**config.mk**
```make
export PLATFORM = sky130hd
export DESIGN_NAME = hs_pipeline
export DESIGN_NICKNAME = d
export VERILOG_FILES = /design/src/rtl/hs_pipeline_pkg.sv /design/src/rtl/hs_fifo_core.sv /design/src/rtl/hs_pipeline.sv
export SDC_FILE = /design/constraint.sdc
export NUM_CORES = 1
export LEC_CHECK = 0
export BUFFER_PORTS_ARGS = -buffer_cell sky130_fd_sc_hd__buf_2
export CORE_MARGIN = 8
export CORE_UTILIZATION = 45
export DETAILED_ROUTE_END_ITERATION = 16
export PLACE_DENSITY = 0.64
export SETUP_SLACK_MARGIN = 0.5
export SLEW_MARGIN = 40
export SYNTH_ARGS = -nofsm -noshare
export SYNTH_HDL_FRONTEND = slang
export SYNTH_SLANG_ARGS = --single-unit
```
**constraint.sdc**
```tcl
create_clock -name clk -period 4.7 [get_ports clk]
set_clock_uncertainty 0.1 [all_clocks]
set_input_delay 0 -clock clk [delete_from_list [all_inputs] [get_ports clk]]
set_output_delay 0 -clock clk [all_outputs]
set_load 0.02 [all_outputs]
```
**src/rtl/hs_pipeline_pkg.sv**
```systemverilog
// Shared constants and types for the handshake pipeline buffer.
// Handshake mode encodings, output FSM states and a constant clog2.
package hs_pipeline_pkg;

    localparam int MODE_4PH = 4;
    localparam int MODE_2PH = 2;

    typedef enum logic {
        OUT_IDLE,
        OUT_BUSY
    } out_state_t;

    function automatic int clog2(input int n);
        int r;
        r = 0;
        while ((1 << r) < n) r++;
        return r;
    endfunction

endpackage

```
**src/rtl/hs_fifo_core.sv**
```systemverilog
// Circular word store with wrap-around pointers, occupancy and a
// registered head-first view of every entry.
module hs_fifo_core
    import hs_pipeline_pkg::*;
#(
    parameter int WIDTH = 4,
    parameter int DEPTH = 4
) (
    input  logic                         clk,
    input  logic                         reset,
    input  logic                         push,
    input  logic                         pop,
    input  logic [WIDTH-1:0]             din,
    output logic [WIDTH-1:0]             head,
    output logic [DEPTH-1:0]             stage_req,
    output logic [DEPTH*WIDTH-1:0]       stage_data,
    output logic [clog2(DEPTH+1)-1:0]    count,
    output logic                         full,
    output logic                         empty
);

    localparam int PW = clog2(DEPTH);
    localparam int CW = clog2(DEPTH + 1);

    logic [WIDTH-1:0]       mem   [DEPTH];
    logic [WIDTH-1:0]       mem_n [DEPTH];
    logic [PW-1:0]          wr_ptr, rd_ptr, wr_n, rd_n;
    logic [CW-1:0]          count_n;
    logic [DEPTH-1:0]       req_n;
    logic [DEPTH*WIDTH-1:0] data_n;

    function automatic logic [PW-1:0] inc(input logic [PW-1:0] p);
        return (p == PW'(DEPTH - 1)) ? '0 : p + PW'(1);
    endfunction

    function automatic logic [PW-1:0] idx(input logic [PW-1:0] base,
                                          input int off);
        logic [PW:0] s;
        s = {1'b0, base} + (PW+1)'(off);
        if (s >= (PW+1)'(DEPTH)) s = s - (PW+1)'(DEPTH);
        return s[PW-1:0];
    endfunction

    assign head = mem[rd_ptr];

    // Stage view is built from next state so it registers alongside count.
    always_comb begin
        mem_n = mem;
        if (push) mem_n[wr_ptr] = din;
        wr_n = push ? inc(wr_ptr) : wr_ptr;
        rd_n = pop ? inc(rd_ptr) : rd_ptr;
        count_n = count;
        if (push && !pop)
            count_n = count + CW'(1);
        else if (pop && !push)
            count_n = count - CW'(1);
        req_n  = '0;
        data_n = '0;
        for (int i = 0; i < DEPTH; i++) begin
            if (CW'(i) < count_n) begin
                req_n[i] = 1'b1;
                data_n[i*WIDTH +: WIDTH] = mem_n[idx(rd_n, i)];
            end
        end
    end

    always_ff @(posedge clk or negedge reset) begin
        if (!reset) begin
            for (int i = 0; i < DEPTH; i++) mem[i] <= '0;
            wr_ptr     <= '0;
            rd_ptr     <= '0;
            count      <= '0;
            full       <= 1'b0;
            empty      <= 1'b1;
            stage_req  <= '0;
            stage_data <= '0;
        end else begin
            mem        <= mem_n;
            wr_ptr     <= wr_n;
            rd_ptr     <= rd_n;
            count      <= count_n;
            full       <= (count_n == CW'(DEPTH));
            empty      <= (count_n == '0);
            stage_req  <= req_n;
            stage_data <= data_n;
        end
    end

endmodule

```
**src/rtl/hs_pipeline.sv**
```systemverilog
// Handshake pipeline buffer: producer/consumer handshake FSMs in
// four-phase or two-phase mode around a circular FIFO core.
module hs_pipeline
    import hs_pipeline_pkg::*;
#(
    parameter int WIDTH = 4,
    parameter int DEPTH = 4,
    parameter int MODE  = 4
) (
    input  logic                         clk,
    input  logic                         reset,
    input  logic [WIDTH-1:0]             data_in,
    input  logic                         request_in,
    output logic                         ack_out,
    output logic [WIDTH-1:0]             data_out,
    output logic                         request_out,
    input  logic                         ack_in,
    output logic [DEPTH-1:0]             stage_req,
    output logic [DEPTH*WIDTH-1:0]       stage_data,
    output logic [clog2(DEPTH+1)-1:0]    count,
    output logic                         full,
    output logic                         empty
);

    localparam bit FOUR_PH = (MODE == MODE_4PH);

    logic             push, pop, present;
    logic [WIDTH-1:0] head;
    out_state_t       out_state;

    hs_fifo_core #(
        .WIDTH(WIDTH),
        .DEPTH(DEPTH)
    ) u_core (
        .clk       (clk),
        .reset     (reset),
        .push      (push),
        .pop       (pop),
        .din       (data_in),
        .head      (head),
        .stage_req (stage_req),
        .stage_data(stage_data),
        .count     (count),
        .full      (full),
        .empty     (empty)
    );

    // Full and empty are registered, so no same-edge pass-through occurs.
    always_comb begin
        push    = 1'b0;
        pop     = 1'b0;
        present = 1'b0;
        if (FOUR_PH) begin
            push    = request_in && !ack_out && !full;
            pop     = (out_state == OUT_BUSY) && ack_in;
            present = (out_state == OUT_IDLE) && !empty && !ack_in;
        end else begin
            push    = (request_in != ack_out) && !full;
            pop     = (out_state == OUT_BUSY) && (ack_in == request_out);
            present = (out_state == OUT_IDLE) && !empty
                      && (ack_in == request_out);
        end
    end

    always_ff @(posedge clk or negedge reset) begin
        if (!reset) begin
            ack_out     <= 1'b0;
            request_out <= 1'b0;
            data_out    <= '0;
            out_state   <= OUT_IDLE;
        end else begin
            if (FOUR_PH) begin
                if (push)
                    ack_out <= 1'b1;
                else if (!request_in)
                    ack_out <= 1'b0;
            end else if (push) begin
                ack_out <= !ack_out;
            end

            if (pop) begin
                out_state <= OUT_IDLE;
                if (FOUR_PH) request_out <= 1'b0;
            end else if (present) begin
                out_state   <= OUT_BUSY;
                data_out    <= head;
                request_out <= FOUR_PH ? 1'b1 : !request_out;
            end
        end
    end

endmodule

```
# --- Word level (Yosys, flattened, before mapping) ---
# Index checks and enable logic that the tools add are counted.
totals:
  inputBits: 8
  word_cells: 113
  ff_bits: 51
  out_inout_bits: 31
classes:
  n_bitwise: 8
  n_eq_ne: 4
  n_lt_le_gt_ge: 15
  reduce_logical: 17
  n_addsub: 11
  n_mux: 44
op_table:
  columns: ["op", "n"]
  rows:
  - ["two-way mux 4 bit", 15]
  - ["binary-select mux 4 bit (select 2 bit)", 5]
  - ["greater-or-equal comparator 3 bit (second input constant)", 9]
  - ["two-way mux 2 bit", 11]
  - ["inverter 2 -> 3 bit", 6]
  - ["bitwise mux 16 bit", 1]
  - ["two-way mux 16 bit", 1]
  - ["demux 4 bit (select 2 bit)", 1]
  - ["logical AND 1 bit", 8]
  - ["two-way mux 1 bit", 8]
  - ["subtractor 2 x 1 -> 2 bit (second input constant)", 4]
  - ["adder 2 x 2 -> 3 bit (second input constant)", 2]
  - ["logical NOT 1 bit", 6]
  - ["< comparator 1 x 3 -> 1 bit (first input constant)", 2]
  - ["< comparator 2 x 3 -> 1 bit (first input constant)", 2]
  - ["two-way mux 3 bit", 2]
  - ["adder 2 x 1 -> 2 bit (second input constant)", 2]
  - ["== test 2 bit (second input constant)", 2]
  - ["adder 2 x 1 -> 3 bit (second input constant)", 1]
  - ["adder 3 x 1 -> 3 bit (second input constant)", 1]
  - ["== test 3 bit (second input constant)", 1]
  - ["greater-or-equal comparator 2 x 3 -> 1 bit (second input constant)", 1]
  - ["logical NOT 3 bit", 1]
  - ["< comparator 3 x 1 -> 1 bit (second input constant)", 1]
  - ["other kinds (5)", 6]

# --- Longest topological paths before layout ---
# Gate-level depths: netlist of run 1.
depth:
  word_depth: 14
  mapped_depth: 8
  mapped_depth_nobuf: 8

# --- Hierarchy ---
# Synthesis of run 1 repeated with hierarchy kept, for this count alone.
hier_totals:
  hier_cells: 296
  area_unflattened_um2: 2904.0
by_module_without_submodules:
  columns: ["module", "seq_area_each_um2", "area_per_inst_um2", "cells_per_inst", "instances"]
  rows:
  - ["hs_fifo_core", 1102.3, 2657.5, 279, 1]
  - ["hs_pipeline", 150.1, 246.5, 17, 1]

# --- Worst setup path after synthesis of run 1 ---
# No wires, ideal clock.
synth_path:
  path_type: "reg2reg"
  start: "register u_core.count[0]"
  end: "register u_core.stage_data[8]"
  setup_ps: 131
  period_less_slack_ps: 2059
  path_buffers: 0
  t_arrival_ps: 1828
  t_required_ps: 4469
  slack_ps: 2641
  path_stages_with_launch: 9
  cell_sequence: "dfrtp_1 -> inv_1 -> ha_1 -> and3_1 -> mux2i_2 -> xor2_2 -> inv_4 -> o221ai_4 -> nor3_1"
synth_via:
  elab_chain_len: 5
  word_cells_on_any_way: 6
  classes_between: "2 x add/sub; 1 x order compare; 3 x mux"
synth_lines:
  columns: ["item", "line_no", "text"]
  rows:
  - ["start: declaration", "hs_fifo_core.sv:17", "output logic [clog2(DEPTH+1)-1:0] count,"]
  - ["start signal: assignment", "hs_fifo_core.sv:81", "count <= count_n;"]
  - ["subtractor 3 x 1 -> 3 bit", "hs_fifo_core.sv:56", "count_n = count - CW'(1);"]
  - ["two-way mux 3 bit", "hs_fifo_core.sv:55", "else if (pop && !push)"]
  - ["two-way mux 3 bit *", "hs_fifo_core.sv:53", "if (push && !pop)"]
  - ["via u_core.count_n[2]", "hs_fifo_core.sv:28", "logic [CW-1:0] count_n;"]
  - ["< comparator 2 x 3 -> 1 bit *", "hs_fifo_core.sv:60", "if (CW'(i) < count_n) begin"]
  - ["two-way mux 4 bit *", "hs_fifo_core.sv:60", null]
  - ["via u_core.data_n[8]", "hs_fifo_core.sv:30", "logic [DEPTH*WIDTH-1:0] data_n;"]
  - ["end signal: assignment", "hs_fifo_core.sv:85", "stage_data <= data_n;"]
  - ["end: declaration", "hs_fifo_core.sv:16", "output logic [DEPTH*WIDTH-1:0] stage_data,"]
# Mark *: on every way through the listed nets, which the timed path passes. The rest lies on a longest branch.
# A chain may end at the register's enable or synchronous reset.

# --- Final worst setup path of run 1 ---
layout_path:
  start: "register ack_out"
  end: "register u_core.stage_data[2]"
layout_via:
  elab_chain_len: 9
  word_cells_on_any_way: 14
  classes_between: "1 x order compare; 7 x mux; 6 x reduce/logical"
layout_lines:
  columns: ["item", "line_no", "text"]
  rows:
  - ["start: declaration", "hs_pipeline.sv:14", "output logic ack_out,"]
  - ["start signal: assignment", "hs_pipeline.sv:78", "ack_out <= !ack_out;"]
  - ["logical NOT 1 bit *", null, null]
  - ["logical AND 1 bit * (2 in a row)", "hs_pipeline.sv:54", "push = request_in && !ack_out && !full;"]
  - ["logical NOT 1 bit", "hs_fifo_core.sv:55", null]
  - ["logical AND 1 bit", "hs_fifo_core.sv:55", null]
  - ["two-way mux 3 bit", "hs_fifo_core.sv:55", null]
  - ["two-way mux 3 bit *", "hs_fifo_core.sv:53", null]
  - ["via u_core.count_n[2]", "hs_fifo_core.sv:28", null]
  - ["< comparator 1 x 3 -> 1 bit *", "hs_fifo_core.sv:60", null]
  - ["two-way mux 4 bit *", "hs_fifo_core.sv:60", null]
  - ["via u_core.data_n[2]", "hs_fifo_core.sv:30", null]
# Mark *: on every way through the listed nets, which the timed path passes. The rest lies on a longest branch. The select of a mux whose other input is x is not followed.

==> Flow_metrics.wiki, run 1 <==
{| class="wikitable"
! Metric !! Value
|-
| Net Sw Power || 1.00 mW
|-
| Synthesis-stage register bit count || 50
|-
| Switching power as a share of total power || 44.6%
|-
| CTS resizes || 0
|-
| Total count of hold-check failures in the final report || 0
|-
| Most instantiated cells after synthesis || sky130_fd_sc_hd__dfrtp_1, sky130_fd_sc_hd__o22ai_1, sky130_fd_sc_hd__mux2_2
|-
| Most used standard cell by instance count after synthesis || sky130_fd_sc_hd__dfrtp_1
|-
| Clock transition at path regs || 0.09 ns
|-
| Slew headroom || 52.5%
|-
| Residual antenna-violating net count after detailed routing || 0
|-
| Syn Std Cell Area || 0.00248 mm^2
|-
| Fin crit period || 2.24 ns
|-
| Htree depth || 2
|-
| Count of flip-flops with a built-in enable after synthesis || 0
|-
| Synth top area cells || sky130_fd_sc_hd__dfrtp_1, sky130_fd_sc_hd__mux2_2, sky130_fd_sc_hd__o22ai_1
|-
| Largest driver fanout on the critical path || 10
|-
| Cell count after synthesis || 203
|-
| Initial antenna violation count || 0
|-
| Routed wire length || 5430 um
|-
| Total number of vias || 1,680
|-
| # placed instances || 305
|-
| Core region area || 0.00541 mm^2
|-
| Comb power frac || 54.9%
|-
| Required @ worst endpoint || 4.77 ns
|-
| Share of post-route cells with drive strength above 1 || 35.1%
|-
| Number of sinks driven by the clock tree || 50
|-
| Residual DRC count || 0
|-
| Top-area cell type share of the netlist area || 49.5%
|-
| CTS buffer count || 5
|-
| Final weighted congestion in routability-driven placement || 0.876
|-
| Ys Warns || 0
|-
| Wire length of the first global-routing pass || 9200 um
|-
| Final instance count without filler cells || 320
|-
| Met1 track utilization from global routing || 19.8%
|-
| Routed vias/inst || 5.25
|-
| Sequential fraction of the synthesis area || 50.6%
|-
| Endpoint arrival time on the critical path || 2.31 ns
|-
| Class of the tightest hold or removal check || input pin to async pin
|-
| Most crowded layer after global routing || met2
|-
| Iteration-0 DRC count of the detailed router || 108
|-
| CTS tree || built
|-
| Nets || 262
|-
| Grt met2 use || 20.0%
|-
| Aggregate negative setup slack || 0 ns
|-
| Peak supply drop || 0.438 mV
|-
| Part of the total power dissipated in the clock network || 11.3%
|-
| Total track usage || 14.0%
|-
| Critical path start-end classification || register to register
|-
| Met3 GRT Util || 3.49%
|-
| Sequential Power Share || 33.8%
|-
| Static leakage || 1.32 nW
|-
| Clock root buffer || sky130_fd_sc_hd__clkbuf_8
|-
| Floorplan die area || 0.00814 mm^2
|-
| RSZ-0062 raised after global routing || false
|-
| Total power per unit cell area || 784 mW/mm^2
|-
| Standard-cell row count || 27
|-
| Number of iterations in the first detailed-routing pass || 4
|-
| Average wire per standard cell || 17.0 um
|-
| Final HPWL from detailed placement || 3980 um
|-
| Post-route fraction of the period consumed by the critical path || 47.7%
|-
| Top_reg_cell synth || sky130_fd_sc_hd__dfrtp_1
|-
| Status || finished, final reports clean
|-
| Number of inserted filler cells in the final layout || 477
|-
| Maximum number of pins on one net before global-route repair || 51
|-
| Setup violation total in the final timing report || 0
|-
| Leftover overflow at the end of global routing || 0
|-
| Most area-hungry cell type in the Yosys netlist || sky130_fd_sc_hd__dfrtp_1
|-
| Share of synthesized registers carrying an async set or reset || 100%
|-
| Area Growth Syn to Fin || 16.0%
|-
| Number of distinct library cells after synthesis || 36
|-
| Clock insertion delay at the later pin of the skew report || 0.30 ns
|-
| Antenna cell count || 0
|-
| Endpoint class of the critical path || register
|-
| Number of violations of the max-capacitance limit || 0
|-
| Longest Clk Path Bufs || 2
|-
| Maximum clock frequency || 0.446 GHz
|-
| Starting density of the core || 45.8%
|-
| Vertical die dimension || 90.2 um
|-
| Synth Net Count || 218
|-
| Internal power summed over all cells || 1.25 mW
|-
| Horizontal die dimension || 90.2 um
|-
| Number of pins with negative max-slew slack in the final report || 0
|-
| Number of port buffers || 38
|-
| Worst-margin pin slew || 0.706 ns
|-
| Top Ports || 39
|-
| Worst setup SP type || register
|-
| Syn avg cell area || 12.2 um^2
|-
| Vias in the first global route || 1,746
|}
==> layout make-up <==
class	count	area [um^2]	area share, %
flip-flops and latches	50	1250	43.6
multi-input cells	128	1110	38.6
clock buffers	7	86.3	3.00
inverters	16	62.6	2.18
clock inverters	1	5.00	0.174
well taps	72	90.1	3.13
repair buffers	46	268	9.32
==> stage by stage <==
stage	cell area, um^2	util (%)	setup WS, ns	hold WS, ns	total power, mW
finish	2870	53.2	2.46	0.222	2.25
global route	2870	53.2	2.27	0.317	2.43
CTS	2870	53.1	2.27	0.256	2.27
detailed placement	2710	50.1	2.29	0.0492	2.00
global placement	2710	50.1	2.38	0.0444	1.98
floorplan	2480	-	2.64	-0.396	1.70
==> critical path, cell delays in order, from the launching register on <==
cell and delay (ns):
sky130_fd_sc_hd__dfrtp_1 0.46, sky130_fd_sc_hd__nor3b_4 0.51, sky130_fd_sc_hd__mux2i_2 0.32, sky130_fd_sc_hd__xor2_2 0.30
sky130_fd_sc_hd__inv_4 0.10, sky130_fd_sc_hd__a21oi_4 0.21, sky130_fd_sc_hd__nor3_1 0.11
==> flip-flops by register name, summed over array words and instances (netlist names) <==
register,flops
request_out,1
u_core.count,3
u_core.stage_data,16
data_out,4
u_core.wr_ptr,2
u_core.empty,1
u_core.stage_req,3
u_core.rd_ptr,2
ack_out,1
u_core.full,1
u_core.mem,16
==> timing repair <==
item                      4_1_cts  5_1_grt
hold buffers                    7        0
buffers inserted                0        0
hold endpoints to repair       67        0
==> layout by cell type (no fill, tap or decap), types with 2 or more instances in the layout <==
cell                            Yosys  layout
sky130_fd_sc_hd__mux2i_4            2       2
sky130_fd_sc_hd__clkbuf_8           0       6
sky130_fd_sc_hd__and3_1             2       2
sky130_fd_sc_hd__a21oi_1            5       5
sky130_fd_sc_hd__dfrtp_1           49      49
sky130_fd_sc_hd__mux2i_1            9       9
sky130_fd_sc_hd__mux2_2            16      16
sky130_fd_sc_hd__mux4_2             5       5
sky130_fd_sc_hd__o22ai_1           24      24
sky130_fd_sc_hd__ha_1               7       7
sky130_fd_sc_hd__nand3_1            2       2
sky130_fd_sc_hd__o21ai_0            3       3
sky130_fd_sc_hd__buf_2              5      38
sky130_fd_sc_hd__nor2_1             5       5
sky130_fd_sc_hd__nor3_1            13      13
sky130_fd_sc_hd__nand2_1           15      15
sky130_fd_sc_hd__dlygate4sd3_1      0       7
sky130_fd_sc_hd__a21boi_0           2       2
sky130_fd_sc_hd__and4bb_2           4       4
sky130_fd_sc_hd__inv_1             13      13
sky130_fd_sc_hd__xor2_2             2       2
sky130_fd_sc_hd__inv_2              2       2
==> power groups by stage <==
stage          sequential (mW)  combinational (mW)  clock, mW
2_1_floorplan            0.865               0.833          0
3_3_place_gp             0.767                1.21          0
3_5_place_dp             0.769                1.23          0
4_1_cts                  0.764                1.24      0.264
5_1_grt                  0.788                1.36      0.282
6_report                 0.763                1.24      0.254
==> final timing paths <==
path                                              start                              to  slack, ns  cells past startpoint
worst min register to register  data_out[0]$_DFFE_PN0P_         data_out[0]$_DFFE_PN0P_       0.41                      1
worst min-delay path                              reset  u_core.stage_data[3]$_DFF_PN0_       0.22                      3
worst max register to register      ack_out$_DFFE_PN0P_  u_core.stage_data[2]$_DFF_PN0_       2.46                      6
worst max-delay path                ack_out$_DFFE_PN0P_  u_core.stage_data[2]$_DFF_PN0_       2.46                      6
min in group clk                data_out[0]$_DFFE_PN0P_         data_out[0]$_DFFE_PN0P_       0.41                      1
max in group asynchronous                         reset       u_core.count[0]$_DFF_PN0_       3.86                      3
==> metal layers <==
metal,vias up,wire length (um)
li1,816,-
met1,804,2590
met2,53,2430
met3,7,331
met4,0,75
met5,-,0
==> cell families (layout without fill, tap and decap cells) <==
logic type,count (synthesis),after routing,share of synthesized area (%)
mux,33,33,17.8
simple gates,47,47,10.8
xor+xnor,3,3,1.67
fa+ha+maj,7,7,3.54
flops,50,50,50.6
compound gates,38,38,10.7
buf+inv,25,70,4.90
Power figures use the tool's default switching activity.
==> run 2: changes to the inputs <==
- ABC_AREA: not set -> 1
- PLACE_DENSITY: 0.64 -> 0.63
- clock period: 4.7 -> 2.19 ns (I/O delays scaled with it)
==> run 2 against run 1 <==
Effect of this change: sequential power grew 110%; maximum frequency grew 31%; worst hold slack worse by 0.12 ns; worst setup slack got worse by 2.0 ns; largest cell class is now multi-input gates; critical endpoint is now u_core.stage_data[11]$_DFF_PN0_.
==> Flow_metrics.wiki, run 2 <==
{| class="wikitable"
! Metric !! Value
|-
| Status || finished, final reports clean
|-
| Number of sinks driven by the clock tree || 50 (unchanged)
|-
| Initial antenna violation count || 0 (unchanged)
|-
| Starting density of the core || 46.0% (+0.17 points)
|-
| Most instantiated cells after synthesis || sky130_fd_sc_hd__nand2_1, sky130_fd_sc_hd__inv_1, sky130_fd_sc_hd__dfrtp_1, sky130_fd_sc_hd__nand3_1, sky130_fd_sc_hd__nor2_1
|-
| Final HPWL from detailed placement || 5780 um (+45%)
|-
| Share of synthesized registers carrying an async set or reset || 100% (unchanged)
|-
| Final instance count without filler cells || 549 (+72%)
|-
| Residual antenna-violating net count after detailed routing || 0 (unchanged)
|-
| Number of inserted filler cells in the final layout || 573 (+20%)
|-
| Largest driver fanout on the critical path || 7 (-3)
|-
| Top-area cell type share of the netlist area || 42.5% (-7.0 points)
|-
| Antenna cell count || 0 (unchanged)
|-
| Vias in the first global route || 2,668 (+53%)
|-
| Aggregate negative setup slack || 0 ns (unchanged)
|-
| Core region area || 0.00628 mm^2 (+16%)
|-
| Number of distinct library cells after synthesis || 24 (-33%)
|-
| Number of port buffers || 38 (unchanged)
|-
| Floorplan die area || 0.00924 mm^2 (+14%)
|-
| Total number of vias || 2,816 (+68%)
|-
| Routed vias/inst || 5.13 (-2.3%)
|-
| Total track usage || 17.8% (+3.8 points)
|-
| Peak supply drop || 0.813 mV (+86%)
|-
| Residual DRC count || 0 (unchanged)
|-
| Static leakage || 2.12 nW (+60%)
|-
| Cell-by-cell trace of the critical path || ha_4 -> nor2_4 -> o21ai_4 -> buf_6 -> nand3_2 -> nand2_2 -> nand2_1 -> nand2_1 -> nand2_2 -> inv_1
|-
| CTS tree || built
|-
| Number of iterations in the first detailed-routing pass || 4 (unchanged)
|-
| Registers with the most flip-flops || u_core.mem x16, u_core.stage_data x16, data_out x4
|-
| Clock root buffer || sky130_fd_sc_hd__clkbuf_8
|-
| Number of violations of the max-capacitance limit || 0 (unchanged)
|-
| Top_reg_cell synth || sky130_fd_sc_hd__dfrtp_1
|-
| Grt met2 use || 30.0% (+10 points)
|-
| Area Growth Syn to Fin || 33.4%
|-
| Most common cell after layout, fill and taps aside || sky130_fd_sc_hd__nand2_1
|-
| Most area-hungry cell type in the Yosys netlist || sky130_fd_sc_hd__dfrtp_1
|-
| Cell count after synthesis || 405 (+100%)
|-
| Critical path start-end classification || register to register
|-
| # placed instances || 519 (+70%)
|-
| Top Ports || 39 (unchanged)
|-
| Longest Clk Path Bufs || 2 (unchanged)
|-
| Slowest cell on crit path || sky130_fd_sc_hd__dfrtp_2
|-
| Total power draw || 6.44 mW (+190%)
|-
| Maximum clock frequency || 0.586 GHz (+31%)
|-
| Clock insertion delay at the later pin of the skew report || 0.31 ns (about the same)
|-
| Count of flip-flops with a built-in enable after synthesis || 0 (unchanged)
|-
| Routed wire length || 8430 um (+55%)
|-
| Vertical die dimension || 96.1 um (+6.6%)
|-
| Final weighted congestion in routability-driven placement || 0.860 (-1.8%)
|-
| Standard-cell row count || 29 (+7.4%)
|-
| Post-route fraction of the period consumed by the critical path || 78.0% (+30 points)
|-
| Required @ worst endpoint || 2.34 ns (-2.43 ns)
|-
| Synth Net Count || 420 (+93%)
|-
| Htree depth || 2 (unchanged)
|-
| Iteration-0 DRC count of the detailed router || 174 (+61%)
|-
| Crit path largest cell delay || 0.44 ns (-0.07 ns)
|-
| Fin crit period || 1.71 ns (-0.532 ns)
|-
| Total power per unit cell area || 1670 mW/mm^2 (+110%)
|-
| Most crowded layer after global routing || met2
|-
| Leftover overflow at the end of global routing || 0 (unchanged)
|-
| Share of post-route cells with drive strength above 1 || 39.0% (+3.9 points)
|-
| Met3 GRT Util || 3.35% (-0.14 points)
|-
| Number of pins with negative max-slew slack in the final report || 0 (unchanged)
|-
| Ys Warns || 0 (unchanged)
|-
| Endpoint class of the critical path || register
|-
| Post-route standard cell area excluding fillers || 0.00385 mm^2 (+34%)
|-
| Syn Std Cell Area || 0.00289 mm^2 (+17%)
|-
| Top library cells by usage in the layout, fill and taps aside || sky130_fd_sc_hd__nand2_1, sky130_fd_sc_hd__inv_1, sky130_fd_sc_hd__nand2_2, sky130_fd_sc_hd__dfrtp_1, sky130_fd_sc_hd__buf_2
|-
| CTS buffer count || 5 (unchanged)
|-
| Endpoint arrival time on the critical path || 1.86 ns (-0.45 ns)
|-
| Nets || 486 (+85%)
|-
| Most used standard cell by instance count after synthesis || sky130_fd_sc_hd__nand2_1
|-
| Slew headroom || 52.8% (+0.24 points)
|-
| Class of the tightest hold or removal check || input pin to register
|-
| Synthesis-stage register bit count || 50 (unchanged)
|-
| RSZ-0062 raised after global routing || true
|-
| Wire length of the first global-routing pass || 12,800 um (+39%)
|-
| Setup violation total in the final timing report || 0 (unchanged)
|-
| Instance area at placement || 0.00316 mm^2 (+17%)
|-
| Maximum number of pins on one net before global-route repair || 30 (-41%)
|-
| Worst setup SP type || register
|-
| Average wire per standard cell || 15.4 um (-9.4%)
|-
| Total count of hold-check failures in the final report || 0 (unchanged)
|-
| Clock transition at path regs || 0.10 ns (about the same)
|-
| Worst-margin pin slew || 0.708 ns (+0.00181 ns)
|-
| Syn avg cell area || 7.13 um^2 (-42%)
|-
| Sequential fraction of the synthesis area || 43.4% (-7.2 points)
|-
| Synth top area cells || sky130_fd_sc_hd__dfrtp_1, sky130_fd_sc_hd__nand2_1, sky130_fd_sc_hd__nand3_1
|-
| Horizontal die dimension || 96.1 um (+6.6%)
|-
| Met1 track utilization from global routing || 22.5% (+2.7 points)
|}
==> run 2: cell types whose count changed after synthesis, moves of 13 or more <==
| cell | delta |
|---|---|
| sky130_fd_sc_hd__nand2_1 | +152 |
| sky130_fd_sc_hd__nand3_1 | +47 |
| sky130_fd_sc_hd__inv_1 | +41 |
| sky130_fd_sc_hd__o22ai_1 | -24 |
| sky130_fd_sc_hd__mux2_2 | -16 |
| sky130_fd_sc_hd__nor2_1 | +13 |
==> run 2: worst paths after layout <==
path	startpoint	to	slack (ns)	cells past startpoint
min in group asynchronous	reset	u_core.mem[4]$_DFF_PN0_	0.17	2
max in group asynchronous	reset	u_core.stage_data[3]$_DFF_PN0_	1.18	3
worst min register to register	u_core.full$_DFF_PN0_	ack_out$_DFFE_PN0P_	0.40	1
worst max register to register	u_core.rd_ptr[0]$_DFF_PN0_	u_core.stage_data[11]$_DFF_PN0_	0.48	10
worst max-delay path	u_core.rd_ptr[0]$_DFF_PN0_	u_core.stage_data[11]$_DFF_PN0_	0.48	10
worst min-delay path	data_in[3]	u_core.mem[11]$_DFF_PN0_	0.10	7
==> run 2: where the power goes <==
part	total, mW	internal, mW	switching [mW]
combinational	4.31	1.57	2.75
clock	0.551	0.225	0.325
sequential	1.58	1.34	0.236
==> run 2: logic make-up (layout without fill, tap and decap cells) <==
kind of cell	count (synthesis)	count (layout)	share of synthesized area, %
adder cells (fa/ha/maj)	7	7	3.03
flip-flops	50	50	43.4
XOR/XNOR	1	1	0.303
AO/OA/AOI/OAI	30	30	6.41
AND/OR/NAND/NOR	249	252	36.5
buffers and inverters	68	132	10.4
==> run 2: routing by layer <==
metal	routed length [um]	vias to the layer above
met5	0	-
met4	96	0
met3	533	10
met2	4310	69
met1	3500	1343
li1	-	1394
==> run 2: per-stage QoR <==
step	hold slack, ns	setup WS (ns)	utilization (%)
6_report	0.103	0.482	61.4
4_1_cts	0.0759	0.501	54.3
2_1_floorplan	-0.396	0.557	-
3_5_place_dp	-0.0104	0.228	50.3
5_1_grt	0.137	0.408	61.4
3_3_place_gp	-0.00432	0.261	50.3
==> run 2: worst max-delay path: cells and delay by family (launching register included) <==
kind	cells	cell delay, ns
AOI/OAI and AO/OA	1	0.30
and+or+nand+nor	6	0.41
buffers and inverters	2	0.24
adders and majority gates	1	0.16
DFF	1	0.44
==> run 2: final cells by class <==
type | instances | area [um^2] | share of cell area [%]
clock buffers | 5 | 68.8 | 1.79
flip-flops and latches | 50 | 1260 | 32.7
well taps | 77 | 96.3 | 2.50
repair buffers | 66 | 445 | 11.6
clock inverters | 3 | 21.3 | 0.552
inverters | 58 | 223 | 5.78
multi-input cells | 290 | 1740 | 45.1
==> run 2: timing repair <==
action                                  CTS  global route
gates cloned                              0             6
setup buffers                             6             6
endpoints found under the setup margin   16            20
pin swaps                                 4            48
hold buffers                              4             0
gates resized for setup                  19           105
hold endpoints to repair                 30             0
==> run 3: changes to the inputs <==
- clock period: 2.19 -> 1.6 ns (I/O delays scaled with it)
==> run 3 against run 2 <==
Effect of this change: the flow now finishes with violations (negative setup slack); worst setup slack lost 0.52 ns; count of clock-buffer cells in the layout did not move; clock power is 66% higher; register-to-register slack worse by 0.52 ns; combinational power increased by 60%; critical path depth rose by 2; global-route usage rose by 2.4 points; final area rose by 15%; routed wire length grew 4.7%; maximum frequency grew 4.1%; non-clock buffer count rose by 24; core utilization is 8.9 points higher; critical path type unchanged; largest power group unchanged.
==> Flow_metrics.wiki, run 3 (same netlist as run 2, synthesis figures left out) <==
{| class="wikitable"
! Metric !! Value
|-
| Antenna cell count || 0 (unchanged)
|-
| Leftover overflow at the end of global routing || 0 (unchanged)
|-
| Internal power summed over all cells || 5.11 mW (+63%)
|-
| Total track usage || 20.1% (+2.4 points)
|-
| Hold slack final || 0.00567 ns (-0.0976 ns)
|-
| Number of cells on the worst hold path || 5 (-2)
|-
| Residual DRC count || 0 (unchanged)
|-
| Number of iterations in the first detailed-routing pass || 4 (unchanged)
|-
| Worst setup SP type || register
|-
| Clock root buffer || sky130_fd_sc_hd__clkbuf_8
|-
| Reg-to-reg endpoint || u_core.stage_data[9]$_DFF_PN0_
|-
| Standard-cell row count || 29 (unchanged)
|-
| Number of port buffers || 38 (unchanged)
|-
| Number of inserted filler cells in the final layout || 501 (-13%)
|-
| Maximum clock frequency || 0.609 GHz (+4.1%)
|-
| Floorplan die area || 0.00924 mm^2 (unchanged)
|-
| Average wire per standard cell || 15.5 um (+0.84%)
|-
| Area Growth Syn to Fin || 52.9%
|-
| Most common cell after layout, fill and taps aside || sky130_fd_sc_hd__nand2_1
|-
| Core region area || 0.00628 mm^2 (unchanged)
|-
| Final weighted congestion in routability-driven placement || 0.897 (+4.3%)
|-
| Comb power frac || 69.1% (+2.1 points)
|-
| Worst-margin pin slew || 0.480 ns (-0.228 ns)
|-
| Vertical die dimension || 96.1 um (unchanged)
|-
| Clock insertion delay at the later pin of the skew report || 0.31 ns (about the same)
|-
| Launch instance of the worst register-to-register path || u_core.full$_DFF_PN0_
|-
| Required @ worst endpoint || 1.71 ns (-0.63 ns)
|-
| Registers with the most flip-flops || u_core.mem x16, u_core.stage_data x16, data_out x4
|-
| Number of pins with negative max-slew slack in the final report || 0 (unchanged)
|-
| Hold Crit Start || data_in[2]
|-
| Total number of vias || 2,888 (+2.6%)
|-
| Setup violation total in the final timing report || 15 (+15)
|-
| Maximum number of pins on one net before global-route repair || 21 (-30%)
|-
| Starting density of the core || 46.0% (unchanged)
|-
| Vias in the first global route || 3,076 (+15%)
|-
| Total power per unit cell area || 2260 mW/mm^2 (+35%)
|-
| Number of violations of the max-capacitance limit || 0 (unchanged)
|-
| Fin crit period || 1.64 ns (-0.0666 ns)
|-
| Aggregate negative setup slack || -0.380 ns (-0.380 ns)
|-
| Static leakage || 2.41 nW (+14%)
|-
| Final HPWL from detailed placement || 5950 um (+2.9%)
|-
| Nets || 507 (+4.3%)
|-
| Initial antenna violation count || 0 (unchanged)
|-
| Iteration-0 DRC count of the detailed router || 153 (-12%)
|-
| Clock transition at path regs || 0.10 ns (about the same)
|-
| Post-route fraction of the period consumed by the critical path || 103% (+25 points)
|-
| Slew headroom || 68.0% (+15 points)
|-
| Endpoint arrival time on the critical path || 1.75 ns (-0.11 ns)
|-
| Sequential Power Share || 21.7% (-2.8 points)
|-
| Class of the tightest hold or removal check || input pin to register
|-
| Total count of hold-check failures in the final report || 0 (unchanged)
|-
| Routed vias/inst || 5.07 (-1.2%)
|-
| Residual antenna-violating net count after detailed routing || 0 (unchanged)
|-
| Switching power as a share of total power || 48.8% (-2.5 points)
|-
| Part of the total power dissipated in the clock network || 9.2% (+0.7 points)
|-
| Largest driver fanout on the critical path || 7 (unchanged)
|-
| CTS tree || built
|-
| Post-route standard cell area excluding fillers || 0.00441 mm^2 (+15%)
|-
| Critical path start-end classification || register to register
|-
| Share of post-route cells with drive strength above 1 || 46.7% (+7.7 points)
|-
| Placement-stage worst setup slack || -0.113 ns (-0.341 ns)
|-
| Top Ports || 39 (unchanged)
|-
| Status || finished, violations left
|-
| Endpoint class of the critical path || register
|-
| Hold Path End || u_core.mem[2]$_DFF_PN0_
|-
| Routed wire length || 8830 um (+4.7%)
|-
| Wire length of the first global-routing pass || 14,500 um (+13%)
|-
| Peak supply drop || 1.47 mV (+80%)
|-
| Failing checks || negative setup slack
|-
| Net Sw Power || 4.87 mW (+47%)
|-
| RSZ-0062 raised after global routing || true
|-
| Setup slack after layout || -0.0411 ns (-0.523 ns)
|-
| Reg2Reg Setup Slack || -0.04 ns (-0.52 ns)
|-
| Htree depth || 2 (unchanged)
|-
| Top library cells by usage in the layout, fill and taps aside || sky130_fd_sc_hd__nand2_1, sky130_fd_sc_hd__inv_1, sky130_fd_sc_hd__dfrtp_1, sky130_fd_sc_hd__nand3_1, sky130_fd_sc_hd__nand2_2
|-
| Horizontal die dimension || 96.1 um (unchanged)
|-
| R2R depth || 12 (+2)
|-
| Longest Clk Path Bufs || 2 (unchanged)
|-
| Total power draw || 9.98 mW (+55%)
|-
| Instance area at placement || 0.00346 mm^2 (+9.7%)
|-
| Number of sinks driven by the clock tree || 50 (unchanged)
|-
| CTS buffer count || 5 (unchanged)
|}
==> run 3: cell count changes in the layout (fill, tap and decap cells not counted), sizes merged <==
cell | previous run | this run
buf | 62 | 85
nand2 | 178 | 175
clkbuf | 5 | 7
bufinv | 0 | 1
clkinv | 2 | 1
clkinvlp | 1 | 0
dlygate4sd3 | 4 | 3
inv | 58 | 59
==> run 3: cell type report <==
type	instances	area [um^2]	area share, %
Clock inverter	3	43.8	0.992
Timing Repair Buffer	90	827	18.7
Multi-Input combinational cell	287	1890	42.8
Inverter	58	225	5.10
Sequential cell	50	1260	28.6
Tap cell	77	96.3	2.18
Clock buffer	5	68.8	1.56
==> run 3: metal layers <==
layer  up-vias  GRT usage (%)  share of wire (%)
met5         -              0                  0
met2        53           35.5                 52
met4         0           5.76               0.67
li1       1427              -                  -
met3         6           3.51                3.6
met1      1402           24.5                 44
==> run 3: worst max path at each step <==
stage	endpoint	startpoint	slack [ns]	cells past startpoint
2_1_floorplan	u_core.stage_data[4]$_DFF_PN0_	u_core.rd_ptr[1]$_DFF_PN0_	0.06	9
3_3_place_gp	u_core.stage_data[12]$_DFF_PN0_	u_core.rd_ptr[0]$_DFF_PN0_	-0.07	8
3_5_place_dp	u_core.stage_data[13]$_DFF_PN0_	u_core.rd_ptr[0]$_DFF_PN0_	-0.11	8
4_1_cts	u_core.stage_data[4]$_DFF_PN0_	u_core.rd_ptr[0]$_DFF_PN0_	-0.04	10
5_1_grt	u_core.stage_data[8]$_DFF_PN0_	u_core.full$_DFF_PN0_	-0.15	12
6_report	u_core.stage_data[9]$_DFF_PN0_	u_core.full$_DFF_PN0_	-0.04	12
==> run 3: timing repair <==
action	in CTS	in global routing
gates cloned	2	2
buffers inserted	16	6
endpoints found under the hold margin	56	2
pin swaps	13	18
endpoints found under the setup margin	51	53
gates resized for setup	94	64
hold buffers	2	1
==> run 3: power groups by stage <==
| stage | Sequential (mW) | Clock, mW | Combinational, mW |
|---|---|---|---|
| 2_1_floorplan | 2.51 | 0 | 3.27 |
| 3_3_place_gp | 2.13 | 0 | 5.02 |
| 3_5_place_dp | 2.14 | 0 | 5.07 |
| 4_1_cts | 2.14 | 0.931 | 6.06 |
| 5_1_grt | 2.23 | 0.980 | 7.62 |
| 6_report | 2.16 | 0.917 | 6.90 |
==> run 3: metrics by stage <==
step / std cells / utilization (%)
floorplan: 405 / -
global placement: 533 / 55.2
detailed placement: 533 / 55.2
CTS: 561 / 65.5
global route: 570 / 70.3
finish: 570 / 70.3
==> run 3: worst max-delay path, cell delays in order, from the launching register on <==
cell	delay [ns]
sky130_fd_sc_hd__dfrtp_2	0.44
sky130_fd_sc_hd__inv_2	0.07
sky130_fd_sc_hd__nand2_2	0.06
sky130_fd_sc_hd__nor2_4	0.17
sky130_fd_sc_hd__buf_6	0.15
sky130_fd_sc_hd__buf_16	0.14
sky130_fd_sc_hd__nand2_4	0.06
sky130_fd_sc_hd__nand3_1	0.08
sky130_fd_sc_hd__nand2_2	0.07
sky130_fd_sc_hd__nand2_1	0.06
sky130_fd_sc_hd__nand2_1	0.05
sky130_fd_sc_hd__nand2_1	0.06
sky130_fd_sc_hd__inv_1	0.04
